**config.mk**
```make
export PLATFORM = sky130hd
export DESIGN_NAME = adder
export DESIGN_NICKNAME = d
export VERILOG_FILES = /design/src/rtl/adder.sv
export SDC_FILE = /design/constraint.sdc
export NUM_CORES = 1
export LEC_CHECK = 0
export CAP_MARGIN = 15
export CORE_MARGIN = 2
export CORE_UTILIZATION = 44
export DETAILED_ROUTE_END_ITERATION = 16
export GPL_TIMING_DRIVEN = 0
export PLACE_DENSITY = 0.87
export SYNTH_ARGS = -nofsm -noshare
export SYNTH_HDL_FRONTEND = slang
export SYNTH_SLANG_ARGS = --single-unit
```
**constraint.sdc**
```tcl
create_clock -name TClk -period 3.7 [get_ports TClk]
set_input_delay 0.74 -clock TClk [delete_from_list [all_inputs] [get_ports TClk]]
set_output_delay 0.74 -clock TClk [all_outputs]
set_load 0.05 [all_outputs]
```
**src/rtl/adder.sv**
```systemverilog
// Byte-serial adder: one CHUNK-bit slice of each operand per clock, LS slice first.
// The full WIDTH-bit sum and carry-out are published on the last beat and held until the next word completes.
module adder #(
  parameter int unsigned WIDTH = 32,
  parameter int unsigned CHUNK = 8
) (
  input  logic             TClk,
  input  logic             TRstN,
  input  logic [WIDTH-1:0] ra,
  input  logic [WIDTH-1:0] rb,
  input  logic             cin,
  output logic [WIDTH-1:0] Sum,
  output logic             Cout
);

  localparam int unsigned BEATS  = WIDTH / CHUNK;
  localparam int unsigned BEAT_W = (BEATS > 1) ? $clog2(BEATS) : 1;
  localparam int unsigned SLICE_W = CHUNK + 1;

  logic [BEAT_W-1:0] beat;
  logic              carry;
  logic [WIDTH-1:0]  partial;

  logic              last_beat_c;
  logic              ci_c;
  logic [CHUNK:0]    slice_sum_c;
  logic [WIDTH-1:0]  partial_next_c;

  // Slice add; word carry-in enters only on beat 0
  always_comb begin
    last_beat_c    = (beat == BEAT_W'(BEATS - 1));
    ci_c           = (beat == '0) ? cin : carry;
    slice_sum_c    = SLICE_W'(ra[CHUNK-1:0]) + SLICE_W'(rb[CHUNK-1:0]) + SLICE_W'(ci_c);
    partial_next_c = partial;
    for (int unsigned i = 0; i < BEATS; i++) begin
      if (beat == BEAT_W'(i)) begin
        partial_next_c[i*CHUNK +: CHUNK] = slice_sum_c[CHUNK-1:0];
      end
    end
  end

  // Free-running beat counter, slice accumulation and result publication
  always_ff @(posedge TClk or negedge TRstN) begin
    if (!TRstN) begin
      beat    <= '0;
      carry   <= 1'b0;
      partial <= '0;
      Sum     <= '0;
      Cout    <= 1'b0;
    end else begin
      carry   <= slice_sum_c[CHUNK];
      partial <= partial_next_c;
      if (last_beat_c) begin
        beat <= '0;
        Sum  <= partial_next_c;
        Cout <= slice_sum_c[CHUNK];
      end else begin
        beat <= beat + BEAT_W'(1);
      end
    end
  end

endmodule

```
==> flow_metrics.tcl, run 1 <==
set metrics [dict create \
    status "completed" \
    start_util 0.454 \
    period_share 0.951 \
    initialDrtViolationCount 75 \
    path_class "reg2reg" \
    grt_pass1_vias 1965 \
    synth_xor_area_frac 0.00652 \
    drtPass1Iterations 4 \
    synth_simple_gate_area_share 0.0568 \
    postSynth.asyncResetShare 1.00 \
    post-place-ws_ns -0.0146 \
    finalWorstSetupSlack_ns 0.183 \
    dp_hpwl_microns 4220 \
    synthAdderAreaFrac 0.0661 \
    yosys_warnings 0 \
    hold_violations 0 \
    clock_latency_ns 0.34 \
    cts_buffer_depth 2 \
    leakage_nw 1.51 \
    antennaDiodeCount 0 \
    mostFrequentLayoutCells "dfrtp_1 (60), clkdlybuf4s50_1 (50), mux2_2 (38), inv_1 (15)" \
    grt_pass1_wl_microns 9480 \
    htreeDepth 3 \
    io_buffers 51 \
    die_x_microns 82.1 \
    synthMuxAreaShare 0.178 \
    cp_cell_sequence "inv_1, ha_1, clkbuf_4, mux2i_1, fa_1, inv_1, fa_1, a211o_1, a211o_1, a221oi_2, mux2_2, mux2_2" \
    antenna_found_initial 0 \
    tightest_slew_ns 0.696 \
    drv_slew 0 \
    cp-start-kind "register" \
    hold_class "in2async" \
    slew_headroom 0.536 \
    ant_nets 0 \
    synth_area_sq_um 2690 \
    peakVddDrop_v 0.000348 \
    cpMaxStageDelayCell "fa_1" \
    rsz0062_at_grt "no" \
    cts_hold_buf 0 \
    cp.required_ns 3.98 \
    worst_setup_path_end_kind "register" \
    crit_fanout 10 \
    syn_area_per_cell_sq_um 12.4 \
    timing.fmax_ghz 0.284 \
    layout.nets 360 \
    fin_skew_ns 0.00910 \
    grt_usage 0.198 \
    finish.instance_area_sq_um 3500 \
    synth_compound_area_frac 0.0987 \
    routedWlPerCell_microns 16.2 \
    syn_inst 217 \
    synthFlopType "dfrtp_1" \
    drive_gt1_frac 0.201 \
    synth_top_family_by_area "multiplexers" \
    pin_count 100 \
    drc 0 \
    die_area_sq_um 6750 \
    ys_seq_area_frac 0.559 \
    placed_cell_area_sq_um 3310 \
    multiInputGateArea_sq_um 1090 \
    grt_max_degree 32 \
    fp.dieH_microns 82.1 \
    path_clk_slew_ns 0.06 \
    core_area_sq_um 5920 \
    critPathMaxStageDelay_ns 0.43 \
    overflow 0 \
    area_growth_pct 30.3 \
    power_density_nw_per_um2 581 \
    total_power_w 0.00203 \
    synth-edff-count 0 \
    yosys_register_bits 60 \
    synth_cell_types 29 \
    rows 28 \
    layout_min_cycle_time_ns 3.52 \
    routabilityCongestion 0.768 \
    drt_wl_total_microns 5790 \
    cts_made_buffers 9 \
    num_vias 1853 \
    setup_viol 0 \
    maxCapViolCount 0 \
    seq_area_sq_um 1500 \
    viasPerCell 5.18 \
    cts_sinks 60 \
    cts_tree "yes" \
    root_buffer "clkbuf_8" \
    synth.net_count 297 \
    fill_cells 485 \
    crit_arrival_ns 3.80 \
    layout_commonest_cell "dfrtp_1" \
]
## Yosys cell counts (all sizes together) (2+ instances only)
library cell / n / area share
dfrtp: 60 / 0.56
mux2: 38 / 0.16
inv: 15 / 0.021
nand2: 12 / 0.017
nor2: 12 / 0.017
a21oi: 11 / 0.020
ha: 11 / 0.051
o21ai: 11 / 0.022
clkbuf: 9 / 0.013
mux2i: 5 / 0.019
nand2b: 4 / 0.0093
nor2b: 3 / 0.0070
o21bai: 3 / 0.0084
o22a: 3 / 0.0098
a211o: 2 / 0.0065
a211oi: 2 / 0.0056
fa: 2 / 0.015
nor3: 2 / 0.0037
o21a: 2 / 0.0056
xnor2: 2 / 0.0065
## path summary, 6_finish.rpt
| check | startpoint | end | slack [ns] | depth (start not counted) |
|---|---|---|---|---|
| setup / recovery | beat[0] | Sum[14] | 0.18 | 12 |
| hold / removal | TRstN | partial[7] | 0.44 | 1 |
| setup reg to reg | beat[0] | Sum[14] | 0.18 | 12 |
| hold reg to reg | Sum[7] | Sum[7] | 0.50 | 1 |
| max in group asynchronous | TRstN | Sum[18] | 2.66 | 2 |
| min in group TClk | Sum[7] | Sum[7] | 0.50 | 1 |
## final cells by class
type,instances,area share
plain buffers,10,0.0118
clock inverters,2,0.0100
clock buffers,12,0.0443
repair buffers,52,0.150
inverters,15,0.0161
well taps,75,0.0268
multi-input cells,132,0.312
flip-flops and latches,60,0.429
## critical path, delay by kind of cell (launching register included)
kind | cells | cell delay [ns]
buf+inv | 3 | 0.44
flops | 1 | 0.42
fa+ha+maj | 3 | 0.95
mux | 3 | 0.63
compound gates | 3 | 1.03
## routing by layer
metal	wire [microns]	GRT usage
met5	0	0
met4	116	0.0800
met3	272	0.0685
met2	2990	0.341
met1	2410	0.225
## flip-flops by register name, indices dropped and copies added (netlist names)
name	count
Sum	32
partial	24
beat	2
Cout	1
carry	1
## power by group
part / internal (W) / total [W] / switching, W
clock: 0.000339 / 0.000575 / 0.000236
combinational: 0.000239 / 0.000637 / 0.000398
sequential: 0.000773 / 0.000822 / 0.0000490
## metrics by stage
stage / hold slack [ns] / cells / setup TNS, ns / util
final: 0.439 / 358 / 0 / 0.591
after global routing: 0.492 / 358 / 0 / 0.591
after CTS: 0.447 / 358 / 0 / 0.591
after detailed placement: 0.485 / 344 / -0.0146 / 0.558
after global placement: 0.477 / 343 / 0 / 0.556
after floorplan: 0.444 / 217 / 0 / -
## what timing repair did
item	4_1_cts	5_1_grt
endpoints found under the setup margin	3	3
setup buffers	0	0
gates resized for setup	1	2
## cell families after synthesis
group                    Yosys count
flip-flops                        60
XOR/XNOR                           2
AND/OR/NAND/NOR                   34
AO/OA/AOI/OAI                     40
multiplexers                      43
buffers and inverters             25
adder cells (fa/ha/maj)           13
Note: power is estimated with default switching activity, not from simulation.
==> run 2: changes to the inputs <==
--- a/config.mk
+++ b/config.mk
@@ -7,10 +7,10 @@
 export LEC_CHECK = 0
 export CAP_MARGIN = 15
 export CORE_MARGIN = 2
-export CORE_UTILIZATION = 44
+export CORE_UTILIZATION = 40
 export DETAILED_ROUTE_END_ITERATION = 16
 export GPL_TIMING_DRIVEN = 0
-export PLACE_DENSITY = 0.87
+export PLACE_DENSITY = 0.8
 export SYNTH_ARGS = -nofsm -noshare
 export SYNTH_HDL_FRONTEND = slang
 export SYNTH_SLANG_ARGS = --single-unit
==> flow_metrics.tcl, run 2 (same netlist as run 1, synthesis figures left out) <==
set metrics [dict create \
    status "completed" \
    fin_skew_ns 0.00696 \
    multiInputGateArea_sq_um 1090 \
    combPwrFrac 0.309 \
    rows 29 \
    initialDrtViolationCount 77 \
    slew_headroom 0.552 \
    setup_viol 0 \
    root_buffer "clkbuf_8" \
    layout_min_cycle_time_ns 3.40 \
    drv_slew 0 \
    crit_arrival_ns 3.69 \
    finish.instance_area_sq_um 3520 \
    seqPwrFrac 0.402 \
    largest_reg_flops 32 \
    worst_setup_path_end_kind "register" \
    cts_made_buffers 9 \
    cts_tree "yes" \
    cts_setup_buffers 0 \
    crit_fanout 10 \
    placed_cells 346 \
    seq_area_sq_um 1500 \
    fin_cells 362 \
    peakVddDrop_v 0.000373 \
    hold_class "in2async" \
    mostFrequentLayoutCells "dfrtp_1 (60), clkdlybuf4s50_1 (50), mux2_2 (38), inv_1 (15)" \
    cts_resized 0 \
    viasPerCell 5.04 \
    ant_nets 0 \
    period_share 0.920 \
    clockPowerShare 0.289 \
    internal_power_w 0.00135 \
    htreeDepth 3 \
    fp.dieH_microns 86.0 \
    cts_sinks 60 \
    num_vias 1825 \
    antennaDiodeCount 0 \
    grt_max_degree 34 \
    cts_buffer_depth 2 \
    timing.fmax_ghz 0.294 \
    hold_violations 0 \
    drt_wl_total_microns 5700 \
    placed_cell_area_sq_um 3310 \
    overflow 0 \
    io_buffers 51 \
    utilization 0.547 \
    path_class "reg2reg" \
    leakage_nw 1.52 \
    clock_latency_ns 0.35 \
    layout.nets 360 \
    fill_cells 534 \
    start_util 0.418 \
    worst-r2r-cell-count 12 \
    routedWlPerCell_microns 15.7 \
    pin_count 100 \
    antenna_found_initial 0 \
    top_regs "Sum: 32 flops, partial: 24 flops, beat: 2 flops" \
    core_area_sq_um 6420 \
    switching_power_w 0.000693 \
    top_register "Sum" \
    drtPass1Iterations 5 \
    path_clk_slew_ns 0.06 \
    power_density_nw_per_um2 582 \
    grt_usage 0.170 \
    routabilityCongestion 0.829 \
    cts_hold_buf 0 \
    grt_pass1_wl_microns 9230 \
    area_growth_pct 30.9 \
    cp.required_ns 3.99 \
    die_area_sq_um 7390 \
    grt_pass1_vias 1866 \
    rsz0062_at_grt "no" \
    layout_commonest_cell "dfrtp_1" \
    drc 0 \
    setup-tns-final_ns 0 \
    die_x_microns 86.0 \
    tightest_slew_ns 0.671 \
    dp_hpwl_microns 4100 \
    cp-start-kind "register" \
    drive_gt1_frac 0.214 \
    swShare 0.339 \
    maxCapViolCount 0 \
]
run 2: critical path: stages (launching register included):
cell and delay [ns]:
dfrtp_1 0.42, inv_1 0.10, ha_2 0.25, clkbuf_4 0.25
mux2i_1 0.23, fa_1 0.23, inv_1 0.06, fa_1 0.43
a211o_1 0.35, a211o_1 0.30, a221oi_2 0.34, mux2_2 0.23
mux2_2 0.14
run 2: final timing paths:
path | endpoint | slack [ns] | startpoint
setup reg to reg | Sum[22] | 0.30 | beat[0]
hold / removal | Sum[7] | 0.41 | TRstN
min in group TClk | partial[3] | 0.50 | partial[3]
hold reg to reg | partial[3] | 0.50 | partial[3]
setup / recovery | Sum[22] | 0.30 | beat[0]
max in group asynchronous | partial[8] | 2.68 | TRstN
run 2: cell type report:
cell class,instances,area share
Clock buffer,11,0.0431
Clock inverter,5,0.0142
Inverter,15,0.0160
Multi-Input combinational cell,132,0.311
Buffer,10,0.0117
Timing Repair Buffer,52,0.149
Tap cell,77,0.0274
Sequential cell,60,0.427
run 2: routing by layer:
layer  up-vias  track usage  part of all wire
met5         -            0                 0
met4         0       0.0693             0.015
met3         6       0.0558             0.044
met2        47        0.266              0.49
met1       894        0.217              0.45
li1        878            -                 -
run 2: power groups by stage:
stage / sequential (W) / combinational [W] / clock (W)
floorplan: 0.00107 / 0.000175 / 0
global placement: 0.000828 / 0.000622 / 0
detailed placement: 0.000834 / 0.000636 / 0
CTS: 0.000823 / 0.000638 / 0.000604
global route: 0.000834 / 0.000671 / 0.000640
finish: 0.000822 / 0.000634 / 0.000592
run 2: through the flow:
step	total power [W]	hold slack [ns]	setup WS, ns
final	0.00205	0.415	0.296
after global routing	0.00214	0.457	0.0822
after CTS	0.00207	0.425	0.0126
after detailed placement	0.00147	0.483	0.0427
after global placement	0.00145	0.478	0.104
after floorplan	0.00124	0.444	0.515
==> run 3: changes to the inputs <==
--- a/config.mk
+++ b/config.mk
@@ -6,6 +6,7 @@
 export NUM_CORES = 1
 export LEC_CHECK = 0
 export CAP_MARGIN = 15
+export CORE_ASPECT_RATIO = 2
 export CORE_MARGIN = 2
 export CORE_UTILIZATION = 40
 export DETAILED_ROUTE_END_ITERATION = 16
==> flow_metrics.tcl, run 3 (same netlist as run 1, synthesis figures left out) <==
set metrics [dict create \
    status "completed" \
    worstReg2RegEnd "Sum[6]" \
    crit_arrival_ns 3.68 \
    area_growth_pct 35.6 \
    grt_max_degree 43 \
    fin_skew_ns 0.00454 \
    drtPass1Iterations 5 \
    layout_min_cycle_time_ns 3.42 \
    cpMaxStageDelayCell "dfrtp_1" \
    path_class "reg2reg" \
    drv_slew 0 \
    cts_tree "yes" \
    clock_latency_ns 0.33 \
    setup_viol 0 \
    maxCapViolCount 0 \
    r2r-start "beat[0]" \
    cp_cell_sequence "inv_1, ha_2, clkbuf_4, mux2i_1, fa_1, inv_1, fa_1, a211o_1, a211o_1, a221oi_4, mux2_2, mux2_2" \
    critPathBufInv 3 \
    worst_setup_path_end_kind "register" \
    grt_pass1_wl_microns 9200 \
    timing.fmax_ghz 0.293 \
    cts_sinks 60 \
    routabilityCongestion 0.799 \
    initialDrtViolationCount 89 \
    io_buffers 51 \
    worst-r2r-cell-count 12 \
    routedWlPerCell_microns 15.4 \
    drive_gt1_frac 0.214 \
    drc 0 \
    rows 42 \
    path_clk_slew_ns 0.05 \
    core_area_sq_um 6570 \
    cts_setup_buffers 0 \
    viasPerCell 4.80 \
    leakage_nw 1.56 \
    crit_family "compound AO/OA/AOI/OAI gates" \
    hold_class "in2async" \
    drt_wl_total_microns 5750 \
    pin_count 100 \
    tightest_slew_ns 0.619 \
    largest_reg_flops 32 \
    overflow 0 \
    die_x_microns 61.9 \
    cp.depth 12 \
    reg2reg_slack_ns 0.28 \
    layout.nets 360 \
    period_share 0.924 \
    start_util 0.409 \
    mostFrequentLayoutCells "dfrtp_1 (60), clkdlybuf4s50_1 (50), mux2_2 (38), inv_1 (15)" \
    grt_usage 0.172 \
    num_vias 1791 \
    die_area_sq_um 7430 \
    slew_headroom 0.588 \
    cp-start-kind "register" \
    timing.hold.ws_ns 0.354 \
    cts_resized 1 \
    htreeDepth 3 \
    cp.required_ns 3.96 \
    layout_commonest_cell "dfrtp_1" \
    ant_nets 0 \
    rsz0062_at_grt "no" \
    top_register "Sum" \
    hold_violations 0 \
    top_regs "Sum: 32 flops, partial: 24 flops, beat: 2 flops" \
    antenna_found_initial 0 \
    critPathMaxStageDelay_ns 0.41 \
    cts_made_buffers 9 \
    antennaDiodeCount 0 \
    peakVddDrop_v 0.000540 \
    fill_cells 543 \
    utilization 0.554 \
    dp_hpwl_microns 4250 \
    cts_buffer_depth 2 \
    power_density_nw_per_um2 629 \
    cts_hold_buf 0 \
    fp.dieH_microns 120 \
    crit_fanout 10 \
    root_buffer "clkbuf_16" \
    grt_pass1_vias 1945 \
]
-- run 3: cell counts in the layout (fill, tap and decap cells not counted) --
Identical to the previous run, type by type.
-- run 3: worst max-delay path by stage --
| stage | startpoint | endpoint | slack [ns] |
|---|---|---|---|
| 2_1_floorplan | beat[0] | Sum[14] | 0.51 |
| 3_3_place_gp | beat[0] | Sum[22] | 0.03 |
| 3_5_place_dp | beat[0] | Sum[22] | -0.05 |
| 4_1_cts | beat[0] | Sum[22] | 0.09 |
| 5_1_grt | beat[0] | Sum[22] | 0.05 |
| 6_report | beat[0] | Sum[6] | 0.28 |
-- run 3: area by class of cell --
cell class              instances  area [sq um]  share of cell area
plain buffers                  10          41.3              0.0113
flip-flops and latches         60          1500               0.412
well taps                      88           110              0.0302
clock inverters                 5          50.0              0.0137
inverters                      15          56.3              0.0155
clock buffers                  11           253              0.0694
multi-input cells             132          1100               0.303
repair buffers                 52           526               0.144
-- run 3: per-stage QoR --
stage | std cells | area (sq um) | worst slack (ns) | TNS, ns | total power, W
CTS | 373 | 3630 | 0.0901 | 0 | 0.00231
detailed placement | 357 | 3320 | -0.0479 | -0.140 | 0.00147
global route | 373 | 3640 | 0.0518 | 0 | 0.00238
floorplan | 217 | 2690 | 0.515 | 0 | 0.00124
finish | 373 | 3640 | 0.281 | 0 | 0.00229
global placement | 356 | 3310 | 0.0252 | 0 | 0.00146
-- run 3: power breakdown --
| part | total [W] | switching (W) | internal, W |
|---|---|---|---|
| clock | 0.000829 | 0.000278 | 0.000552 |
| sequential | 0.000826 | 0.0000514 | 0.000774 |
| combinational | 0.000636 | 0.000395 | 0.000241 |
| total | 0.00229 | 0.000725 | 0.00157 |
-- run 3: worst register-to-register path, cell delays in order (launching register included) --
cell and delay (ns):
dfrtp_1 0.41, inv_1 0.10, ha_2 0.26, clkbuf_4 0.24
mux2i_1 0.24, fa_1 0.23, inv_1 0.06, fa_1 0.41
a211o_1 0.36, a211o_1 0.32, a221oi_4 0.36, mux2_2 0.22
mux2_2 0.14
-- run 3: per-layer routing --
layer,vias to the layer above,global-route usage,wire (microns)
met5,-,0,0
met4,0,0.0891,142
met3,9,0.0399,239
met2,42,0.290,3130
met1,869,0.189,2240
li1,871,-,-
